<file path="src/rtl/hex_debug_display.sv">
// hex_debug_display: selectable multi-channel hex readout with debounced next/freeze buttons
module hex_debug_display #(
    parameter int DATA_WIDTH = 16,
    parameter int NUM_CH = 4,
    parameter int DEBOUNCE_CYCLES = 50000,
    parameter int BLANK_LZ = 0,
    localparam int NUM_DIGITS = DATA_WIDTH / 4,
    localparam int SEL_W = NUM_CH > 1 ? $clog2(NUM_CH) : 1
) (
    input  logic                         clk,
    input  logic                         reset,
    input  logic [NUM_CH*DATA_WIDTH-1:0] ch_data,
    input  logic                         btn_next,
    input  logic                         btn_freeze,
    output logic [7*NUM_DIGITS-1:0]      hex_out,
    output logic [SEL_W-1:0]             ch_sel,
    output logic                         frozen
);
    localparam int CW = $clog2(DEBOUNCE_CYCLES);
    localparam logic [CW-1:0] CNT_MAX = CW'(DEBOUNCE_CYCLES - 1);
    localparam logic [15:0][6:0] SEG = {
        7'b0001110, 7'b0000110, 7'b0100001, 7'b1000110,
        7'b0000011, 7'b0001000, 7'b0010000, 7'b0000000,
        7'b1111000, 7'b0000010, 7'b0010010, 7'b0011001,
        7'b0110000, 7'b0100100, 7'b1111001, 7'b1000000
    };
    logic [1:0]          raw;
    logic [1:0][1:0]     sync;
    logic [1:0][CW-1:0]  cnt;
    logic [1:0]          stable;
    logic [1:0]          pulse;
    logic [DATA_WIDTH-1:0] disp_reg;
    assign raw = {btn_freeze, btn_next};
    // Synchronise each button, accept a level only after DEBOUNCE_CYCLES stable samples, pulse on accepted rise
    always_ff @(posedge clk) begin
        if (reset) begin
            sync   <= '0;
            cnt    <= '0;
            stable <= '0;
            pulse  <= '0;
        end else begin
            for (int b = 0; b < 2; b++) begin
                sync[b]  <= {sync[b][0], raw[b]};
                pulse[b] <= 1'b0;
                if (sync[b][1] == stable[b]) begin
                    cnt[b] <= '0;
                end else if (cnt[b] == CNT_MAX) begin
                    cnt[b]    <= '0;
                    stable[b] <= sync[b][1];
                    pulse[b]  <= sync[b][1];
                end else begin
                    cnt[b] <= cnt[b] + 1'b1;
                end
            end
        end
    end
    // Freeze toggles take priority; a next press only advances the channel while live
    always_ff @(posedge clk) begin
        if (reset) begin
            ch_sel <= '0;
            frozen <= 1'b0;
        end else if (pulse[1]) begin
            frozen <= ~frozen;
        end else if (pulse[0] && !frozen) begin
            ch_sel <= (ch_sel == SEL_W'(NUM_CH - 1)) ? '0 : ch_sel + 1'b1;
        end
    end
    // Track the selected channel while live; hold from the freeze edge until live tracking resumes
    always_ff @(posedge clk) begin
        if (reset) disp_reg <= '0;
        else if (!(frozen || pulse[1])) disp_reg <= ch_data[ch_sel*DATA_WIDTH +: DATA_WIDTH];
    end
    for (genvar d = 0; d < NUM_DIGITS; d++) begin : g_dig
        logic blank;
        if (d == 0) begin : g_lsd
            assign blank = 1'b0;
        end else begin : g_msd
            assign blank = BLANK_LZ != 0 && disp_reg[DATA_WIDTH-1:4*d] == '0;
        end
        assign hex_out[7*d +: 7] = blank ? 7'h7f : SEG[disp_reg[4*d +: 4]];
    end
endmodule

</file>
<file path="config.mk">
export PLATFORM = sky130hd
export DESIGN_NAME = hex_debug_display
export DESIGN_NICKNAME = d
export VERILOG_FILES = /design/src/rtl/hex_debug_display.sv
export SDC_FILE = /design/constraint.sdc
export NUM_CORES = 1
export LEC_CHECK = 0
export ABC_AREA = 0
export CORE_MARGIN = 1
export CORE_UTILIZATION = 40
export CTS_BUF_LIST = sky130_fd_sc_hd__clkbuf_8
export DETAILED_ROUTE_END_ITERATION = 8
export PLACE_DENSITY = 0.68
export SLEW_MARGIN = 20
export SYNTH_ARGS = -nofsm -noshare
export SYNTH_HDL_FRONTEND = slang
export SYNTH_SLANG_ARGS = --single-unit
</file>
<file path="constraint.sdc">
create_clock -name clk -period 2.9 [get_ports clk]
set_input_delay 0.29 -clock clk [delete_from_list [all_inputs] [get_ports clk]]
set_output_delay 0.29 -clock clk [all_outputs]
set_load 0.005 [all_outputs]
</file>
**Word-level counts from Yosys, hierarchy flattened**

Memory sizes are Yosys's and may differ from the RTL's. A register that Yosys moved wholly into a read port is not among the register bits.
Cells that the tools add are included.

- Magnitude comparators: 4
- Muxes and demuxes: 13
- Shift-type cells: 1
- $add $sub $neg: 3
- Reduce and logical (&&, ||, !) cells: 10
- Bitwise logic cells: 6
- Eq/ne operators: 5

Operator list:

| operator | count |
|---|---|
| variable part select 64 x 7 -> 16 bit | 1 |
| adder 16 x 1 -> 16 bit (second input constant) | 2 |
| == test 16 bit (second input constant) | 2 |
| 2-to-1 mux 4 bit | 8 |
| 2-to-1 mux 7 bit | 4 |
| < comparator 4 x 5 -> 1 bit (second input constant) | 4 |
| OR reduction 3 bit | 4 |
| inverter 1 bit | 6 |
| AND reduction 2 bit | 3 |
| adder 2 x 1 -> 2 bit (second input constant) | 1 |
| == test 1 bit | 2 |
| == test 2 bit (second input constant) | 1 |
| 2-to-1 mux 2 bit | 1 |
| logical AND 1 bit | 1 |
| logical NOT 1 bit | 1 |
| logical OR 1 bit | 1 |

- Bits in registers: 59
- Logic and storage cells: 57
- ROM bits: 448
- Output and inout bits: 31
- Input port bits: 68
- Memories kept: 4

Memory list:

| name | depth | bits a word | rd ports | clocked after Yosys merged registers in | write ports | line | RTL |
|---|---|---|---|---|---|---|---|
| (name not given) | 16 | 7 | 1 | 1 | 0 | 80 | `assign hex_out[7*d +: 7] = blank ? 7'h7f : SEG[disp_reg[4*d +: 4]];` |
| (name not given) | 16 | 7 | 1 | 1 | 0 | 80 |  |
| (name not given) | 16 | 7 | 1 | 1 | 0 | 80 |  |
| (name not given) | 16 | 7 | 1 | 1 | 0 | 80 |  |

**Logic depth before layout (Yosys ltp)**

Gate-level depths: netlist (run 1).

- Depth in word-level cells: 3
- Mapped depth: 11

**Worst setup path before layout (run 1)**

OpenSTA, ideal clock, no wires.

- Path type: register -> register
- Start: reg ch_sel[0]
- End: reg hex_out[15] (netlist name)
- Path slack: 462 ps
- Stages on the path, launching flop included: 9
- Path buffers: 2
- Arrival: 2337 ps
- Clock period less this slack: 2438 ps
- Cell sequence: dfxtp_1 buf_4 buf_6 mux4_2 mux2i_2 nor2_1 inv_1 ha_1 o41ai_1

RTL lines:

| item | line | RTL |
|---|---|---|
| start: declaration | 16 | `output logic [SEL_W-1:0] ch_sel,` |
| start signal: assignment | 65 | `ch_sel <= (ch_sel == SEL_W'(NUM_CH - 1)) ? '0 : ch_sel + 1'b1;` |

==> impl_metrics.tcl, run 1 <==
set metrics [dict create \
    rsz0062_at_grt "no" \
    core_um2 11080 \
    rows 38 \
    cts_root_buf "clkbuf_8" \
    syn_avg_cell_area_um2 9.932 \
    setup_tns_ns 0 \
    cts_inserted_buffers 9 \
    synth_top_cell_area_share 0.3763 \
    io_buffers 98 \
    cts_tree "built" \
    clock_skew_ns 0.005449 \
    synth_compound_area_frac 0.1122 \
    synth_edf_count 0 \
    synthAdderAreaFrac 0.07299 \
    setup.worst_path.start_class "flop" \
    rr_startpoint "ch_sel[0]" \
    drive_gt1_frac 0.1208 \
    crit_chain "mux4_2, mux2i_2, nor2_1, inv_1, ha_1, o41ai_1" \
    dieHeight_um 109.6 \
    yosys.area_share.simple 0.1855 \
    yosysMostFrequentCell "dfxtp_1" \
    drv_cap 0 \
    drc 0 \
    required_ns 3.14 \
    cts.repair.resized 0 \
    clock_latency_ns 0.36 \
    crit_start "ch_sel[0]" \
    synth_flop_cell "dfxtp_1" \
    routabilityCongestion 0.9041 \
    synth_top_family_by_area "simple AND/OR/NAND/NOR gates" \
    final_nets 661 \
    viasPerCell 5.167 \
    tightest_slew_ns 0.6287 \
    routed_wl_mm 10.40 \
    hold_viol 0 \
    slowest_delay_ns 0.68 \
    period_share 0.9014 \
    vdd.ir_drop.worst_mv 0.2016 \
    clkTransAtPathRegs_ns 0.09 \
    largest_reg_flops 32 \
    postLayoutCoreUtil 0.5375 \
    firstDrtPassIters 5 \
    synthArstFlopShare 0 \
    first_iter_violations 218 \
    syn-num-nets 561 \
    design_area_um2 5954 \
    min_from "reset" \
    yosysSeqAreaShare 0.3763 \
    max_slew_margin 0.5809 \
    htreeDepth 3 \
    synth.distinct_cells 62 \
    synthMuxAreaShare 0.1487 \
    final-setup-viol-count 0 \
    antenna_left 0 \
    dpl_cell_area_um2 5727 \
    grt.overflow.total 0 \
    antenna_found_initial 0 \
    yosysWarnings 0 \
    outcome "finished, final reports clean" \
    fmax_mhz 382.6 \
    grt_pass1_vias 3719 \
    cpMaxStageDelayCell "dfxtp_2" \
    ys_seq_elements 87 \
    synth_area_leaders "dfxtp_1 38%, mux2i_1 7.4%, ha_1 7.3%, mux4_2 5.8%, nor2_1 5.3%" \
    cts_sinks 87 \
    worstSetupPathType "flop to flop" \
    dp.cells 695 \
    final_max_slew_viol_count 0 \
    p_leak_nw 2.222 \
    clk_path_buf_depth 2 \
    synth_cells 466 \
    track_usage 0.1824 \
    syn2layout_area_growth_pct 28.66 \
    grt_max_degree 30 \
    syn_area_um2 4628 \
    crit_fanout 18 \
    antennaDiodeCount 0 \
    arrival_ns 2.86 \
    die_area_um2 12000 \
    die_w_um 109.6 \
    cts_setup_buffers 0 \
    synthTopCellsByCount "87 x dfxtp_1, 65 x nor2_1, 34 x mux2i_1" \
    yosys.area.top_type "dfxtp_1" \
    power_mw 2.612 \
    dp_hpwl_mm 7.907 \
    worst_setup_path_end_kind "flop" \
    hp-class "input pin to flop" \
    vias 3674 \
    synth-xor-area-share 0.05677 \
    pin_count 99 \
    avgRoutedWirePerCell_um 14.63 \
    ctsHoldBuffers 0 \
    p_per_area_nw_per_um2 438.6 \
    instances_no_fill 711 \
    grt_pass1_wl_mm 16.97 \
    initial_utilization 0.4178 \
    fin_crit_ns 2.614 \
]
[worst max-delay path: cells and delay by family (launching register included)]
family                   cells  cell delay [ns]
AO/OA/AOI/OAI                1             0.40
AND/OR/NAND/NOR              1             0.12
flip-flops                   1             0.68
multiplexers                 2             0.86
buffers and inverters        1             0.17
adder cells (fa/ha/maj)      1             0.27
[per-layer routing]
metal	vias to the layer above	track usage	routed length [um]
met5	-	0	0
li1	1854	-	-
met1	1727	0.2333	4693
met4	0	0.08762	139
met2	83	0.3019	5096
met3	10	0.02608	472
[logic make-up (layout without fill, tap and decap cells)]
group,count (synthesis),count (layout)
AND/OR/NAND/NOR,165,165
flip-flops,87,87
AO/OA/AOI/OAI,64,64
multiplexers,51,51
buffers and inverters,42,147
XOR/XNOR,30,30
adder cells (fa/ha/maj),27,27
[metrics by stage]
step | worst slack (ns) | hold WS, ns
final | 0.2860 | 0.4359
after global routing | 0.05602 | 0.4467
after CTS | 0.2424 | 0.4171
after detailed placement | 0.2999 | 0.4366
after global placement | 0.2740 | 0.4183
after floorplan | 0.4621 | 0.4138
[power by group]
| group | total [mW] | leakage [nW] | internal (mW) | switching, mW |
|---|---|---|---|---|
| sequential | 1.26 | 0.714 | 1.24 | 0.0174 |
| combinational | 0.385 | 1.39 | 0.226 | 0.159 |
| clock | 0.966 | 0.113 | 0.513 | 0.452 |
| total | 2.61 | 2.22 | 1.98 | 0.629 |
[final cells by class]
cell class | instances | area, um^2
clock inverters | 6 | 90.09
repair buffers | 109 | 1059
flip-flops and latches | 87 | 1743
fillers | 1011 | 5124
inverters | 22 | 83.83
multi-input cells | 337 | 2666
clock buffers | 10 | 137.6
well taps | 140 | 175.2
[path summary, 6_finish.rpt]
check           endpoint  slack [ns]  cells past startpoint
max          hex_out[15]        0.29                      6
min           hex_out[4]        0.44                      2
max reg2reg  hex_out[15]        0.29                      6
min reg2reg      sync[1]        0.46                      1
[cells in the final DEF, fill, tap and decap left out, types with 3 or more instances in the layout]
| master | instances |
|---|---|
| nand4_1 | 6 |
| or3_1 | 5 |
| a32oi_1 | 3 |
| nor3_1 | 10 |
| nor2_4 | 3 |
| nand3_1 | 11 |
| nor4b_1 | 4 |
| mux4_2 | 12 |
| dfxtp_1 | 86 |
| o22ai_1 | 12 |
| xor2_1 | 13 |
| nor2b_1 | 5 |
| a211oi_2 | 3 |
| o21ai_1 | 3 |
| o221ai_1 | 3 |
| clkbuf_8 | 10 |
| mux2i_1 | 34 |
| and3_1 | 8 |
| nor2_1 | 65 |
| nor4_1 | 3 |
| xnor2_1 | 17 |
| inv_1 | 18 |
| nand2_1 | 27 |
| o21ai_0 | 8 |
| inv_2 | 3 |
| clkdlybuf4s50_1 | 97 |
| mux2i_2 | 4 |
| ha_1 | 27 |
| a21oi_1 | 11 |
| buf_4 | 11 |
Power figures use the tool's default switching activity.
==> run 2: changes to the inputs <==
ABC_CLOCK_PERIOD_IN_PS = 2900   (was not set)
RECOVER_POWER = 50   (was not set)
==> run 2 against run 1 <==
First-iteration DRC count rose by 11%. Sequential power barely moved. Worst setup slack got worse by 0.020 ns. Clock skew barely moved. Routed wire length rose by 0.53%. Power fell by 0.49%. Clock power barely moved. Critical path depth rose by 2. Cell area fell by 0.32%. Sequential cell count did not move. Utilization fell by 0.17 points. Critical path type unchanged. Highest routed layer unchanged.
==> impl_metrics.tcl, run 2 (synthesized netlist as in run 1, its figures left out) <==
set metrics [dict create \
    outcome "finished, final reports clean" \
    antennaDiodeCount 0 \
    max_slew_margin 0.4385 \
    ctsHoldBuffers 0 \
    tightest_slew_ns 0.8422 \
    routed_wl_mm 10.46 \
    cts_sinks 87 \
    hold_viol 0 \
    vdd.ir_drop.worst_mv 0.1996 \
    grt_pass1_wl_mm 16.97 \
    fillers 1013 \
    drive_gt1_frac 0.1121 \
    fmax_mhz 379.6 \
    required_ns 3.16 \
    design_area_um2 5936 \
    htreeDepth 3 \
    vias 3683 \
    cts.repair.resized 0 \
    instances_no_fill 711 \
    die_area_um2 12000 \
    dp_slack_ns 0.2999 \
    dp.cells 695 \
    cts_setup_buffers 0 \
    initial_utilization 0.4178 \
    slowest_delay_ns 0.42 \
    first_iter_violations 243 \
    drc 0 \
    crit_family "simple AND/OR/NAND/NOR gates" \
    arrival_ns 2.89 \
    die_w_um 109.6 \
    dieHeight_um 109.6 \
    dp_hpwl_mm 7.907 \
    rows 38 \
    antenna_found_initial 0 \
    crit_chain "nor2_4, clkbuf_1, mux2i_1, nor2_1, inv_1, ha_1, o221ai_1, a32o_1" \
    cpMaxStageDelayCell "dfxtp_1" \
    hp-class "input pin to flop" \
    viasPerCell 5.180 \
    antenna_left 0 \
    layout_common_cells "86 x dfxtp_1, 69 x clkdlybuf4s50_1, 65 x nor2_1" \
    p_leak_nw 2.263 \
    cts_inserted_buffers 9 \
    power_mw 2.599 \
    postLayoutCoreUtil 0.5358 \
    grt_max_degree 30 \
    largest_reg_flops 32 \
    final_max_slew_viol_count 0 \
    worst_setup_path_end_kind "flop" \
    dpl_cell_area_um2 5727 \
    avgRoutedWirePerCell_um 14.71 \
    setup.worst_path.start_class "flop" \
    crit_buf_inv 2 \
    pin_count 99 \
    final-setup-viol-count 0 \
    grt.overflow.total 0 \
    io_buffers 98 \
    whs_ns 0.4411 \
    setup_tns_ns 0 \
    worst_slack_ns 0.2655 \
    clock_latency_ns 0.36 \
    rsz0062_at_grt "no" \
    worstSetupPathType "flop to flop" \
    clkTransAtPathRegs_ns 0.09 \
    p_per_area_nw_per_um2 437.9 \
    fin_crit_ns 2.634 \
    syn2layout_area_growth_pct 28.25 \
    cts_tree "built" \
    cts_root_buf "clkbuf_8" \
    routabilityCongestion 0.9041 \
    core_um2 11080 \
    drv_cap 0 \
    clock_skew_ns 0.005150 \
    period_share 0.9084 \
    grt_pass1_vias 3719 \
    final_nets 661 \
    firstDrtPassIters 4 \
    track_usage 0.1824 \
    crit_fanout 10 \
    clk_path_buf_depth 2 \
    final_common_cell "dfxtp_1" \
]
## run 2: changes by cell type in the layout (fill, tap and decap cells not counted), sizes merged
| cell | previous run | this run |
|---|---|---|
| clkbuf | 10 | 14 |
| clkdlybuf4s50 | 97 | 69 |
| buf | 12 | 8 |
| dlygate4sd3 | 0 | 28 |
## run 2: path summary, 6_finish.rpt
kind            from           to  slack [ns]  cells past startpoint
max           frozen  hex_out[22]        0.27                      8
min            reset   hex_out[4]        0.44                      2
max reg2reg   frozen  hex_out[22]        0.27                      8
min reg2reg  sync[0]      sync[1]        0.46                      1
## run 2: report_power, final
part	internal (mW)	switching [mW]	leakage [nW]	total (mW)
Combinational	0.212	0.159	1.44	0.372
Sequential	1.24	0.0157	0.714	1.26
Clock	0.513	0.455	0.113	0.968
Total	1.97	0.630	2.26	2.60
## run 2: metal layers
layer / routed length (um) / part of all wire / global-route usage
met1: 4831 / 0.46 / 0.2333
met2: 5063 / 0.48 / 0.3019
met3: 380 / 0.036 / 0.02608
met4: 181 / 0.017 / 0.08762
met5: 0 / 0 / 0
## run 2: final cells by class
cell class	count	area [um^2]	share of cell area
well taps	140	175.2	0.02951
clock inverters	6	90.09	0.01518
multi-input cells	337	2663	0.4486
clock buffers	10	137.6	0.02319
inverters	22	83.83	0.01412
repair buffers	109	1044	0.1758
flip-flops and latches	87	1743	0.2936
## run 2: worst register-to-register path: cells and delay by family, from the launching register on
kind / cells / cell delay (ns)
flops: 1 / 0.42
simple gates: 2 / 0.63
compound gates: 2 / 0.36
buf+inv: 2 / 0.57
fa+ha+maj: 1 / 0.33
mux: 1 / 0.22
==> run 3: changes to the inputs <==
GPL_TIMING_DRIVEN = 0   (was not set)
==> run 3 against run 2 <==
Power fell by 2.1%. Via count rose by 2.0%. Non-clock buffer count rose by 8. Register-to-register slack got worse by 0.07 ns. Worst hold slack improved by 0.0026 ns. Utilization rose by 0.20 points. Critical path type unchanged. Largest cell class unchanged.
==> impl_metrics.tcl, run 3 (synthesized netlist as in run 1, its figures left out) <==
set metrics [dict create \
    vdd.ir_drop.worst_mv 0.2774 \
    worstSetupPathType "flop to flop" \
    grt_pass1_wl_mm 17.51 \
    cts_sinks 87 \
    p_leak_nw 2.286 \
    layout_common_cells "86 x dfxtp_1, 67 x clkdlybuf4s50_1, 66 x nor2_1" \
    die_w_um 109.6 \
    reg2reg_to "hex_out[15]" \
    fin_crit_ns 2.701 \
    final_common_cell "dfxtp_1" \
    fillers 1037 \
    ctsHoldBuffers 0 \
    grt_pass1_vias 3691 \
    hp-class "flop to flop" \
    worst_setup_path_end_kind "flop" \
    cts_root_buf "clkbuf_8" \
    rows 38 \
    outcome "finished, final reports clean" \
    hold_viol 0 \
    arrival_ns 2.93 \
    crit_top_cell "buf_6" \
    syn2layout_area_growth_pct 28.74 \
    setup_tns_ns 0 \
    final_max_slew_viol_count 0 \
    required_ns 3.13 \
    initial_utilization 0.4178 \
    rr_startpoint "ch_sel[0]" \
    dp.cells 703 \
    whs_ns 0.4436 \
    max_slew_margin 0.5064 \
    instances_no_fill 719 \
    largest_reg_flops 32 \
    pin_count 99 \
    die_area_um2 12000 \
    grt_max_degree 15 \
    r2r_cells 8 \
    crit_fanout 10 \
    drc 0 \
    clkTransAtPathRegs_ns 0.09 \
    cts_tree "built" \
    period_share 0.9314 \
    grt.overflow.total 0 \
    setup.worst_path.start_class "flop" \
    avgRoutedWirePerCell_um 15.26 \
    holdPathStages 1 \
    crit_buf_inv 3 \
    tightest_slew_ns 0.7405 \
    routabilityCongestion 0.8689 \
    cpMaxStageDelayCell "mux4_2" \
    firstDrtPassIters 4 \
    dieHeight_um 109.6 \
    hold_end "sync[3]" \
    viasPerCell 5.227 \
    crit_chain "buf_6, buf_6, mux4_2, mux2i_4, nor2_1, inv_1, ha_1, o41ai_1" \
    dp_hpwl_mm 8.335 \
    cts_inserted_buffers 9 \
    final_nets 669 \
    final-setup-viol-count 0 \
    fmax_mhz 370.2 \
    core_um2 11080 \
    p_per_area_nw_per_um2 427.3 \
    io_buffers 97 \
    antenna_found_initial 0 \
    dpl_cell_area_um2 5774 \
    clock_latency_ns 0.36 \
    slowest_delay_ns 0.56 \
    antennaDiodeCount 0 \
    crit_family "multiplexers" \
    design_area_um2 5958 \
    drive_gt1_frac 0.1157 \
    track_usage 0.1888 \
    routed_wl_mm 10.97 \
    postLayoutCoreUtil 0.5378 \
    min_from "sync[2]" \
    reg2reg_slack_ns 0.20 \
    clk_path_buf_depth 2 \
    rsz0062_at_grt "no" \
    vias 3758 \
    antenna_left 0 \
    clock_skew_ns 0.01865 \
    drv_cap 0 \
    first_iter_violations 187 \
    htreeDepth 3 \
]
## run 3: area by class of cell
type	count	area [um^2]	share of cell area
plain buffers	20	132.6	0.02226
clock buffers	12	165.2	0.02772
clock inverters	4	52.55	0.008820
inverters	22	83.83	0.01407
multi-input cells	337	2635	0.4423
flip-flops and latches	87	1743	0.2925
well taps	140	175.2	0.02940
repair buffers	97	970.9	0.1630
## run 3: stage by stage
stage | setup WS [ns] | power, mW
final | 0.1991 | 2.546
after global routing | 0.06068 | 2.653
after CTS | 0.05027 | 2.592
after detailed placement | -0.001720 | 1.678
after global placement | 0.06659 | 1.671
after floorplan | 0.4621 | 1.475
## run 3: per-layer routing
metal / GRT usage / vias up / wire, um
met5: 0 / - / 0
met4: 0.04667 / 0 / 91
met3: 0.03675 / 6 / 499
met2: 0.3230 / 86 / 5472
met1: 0.2437 / 1798 / 4907
li1: - / 1868 / -
## run 3: power breakdown
| group | total, mW | leakage, nW | internal (mW) | switching (mW) |
|---|---|---|---|---|
| registers | 1.26 | 0.714 | 1.24 | 0.0153 |
| logic | 0.373 | 1.46 | 0.213 | 0.160 |
| clock network | 0.914 | 0.113 | 0.471 | 0.443 |
| total | 2.55 | 2.29 | 1.93 | 0.618 |
## run 3: worst max-delay path by stage
stage,startpoint,end,slack (ns),cells past startpoint
after global routing,ch_sel[0],hex_out[15],0.06,8
after CTS,ch_sel[0],hex_out[15],0.05,8
final,ch_sel[0],hex_out[15],0.20,8
after floorplan,ch_sel[0],hex_out[15],0.46,8
after detailed placement,ch_sel[0],hex_out[15],-0.002,8
after global placement,ch_sel[0],hex_out[15],0.07,8
## run 3: worst reg2reg max path, cell delays in order (launching register included)
cell,delay (ns)
dfxtp_2,0.42
buf_6,0.20
buf_6,0.22
mux4_2,0.57
mux2i_4,0.21
nor2_1,0.11
inv_1,0.17
ha_1,0.27
o41ai_1,0.41
## run 3: what timing repair did
action                                  4_1_cts  5_1_grt
setup buffers                                 0        0
resized for setup                             1        5
endpoints found under the setup margin        1        4
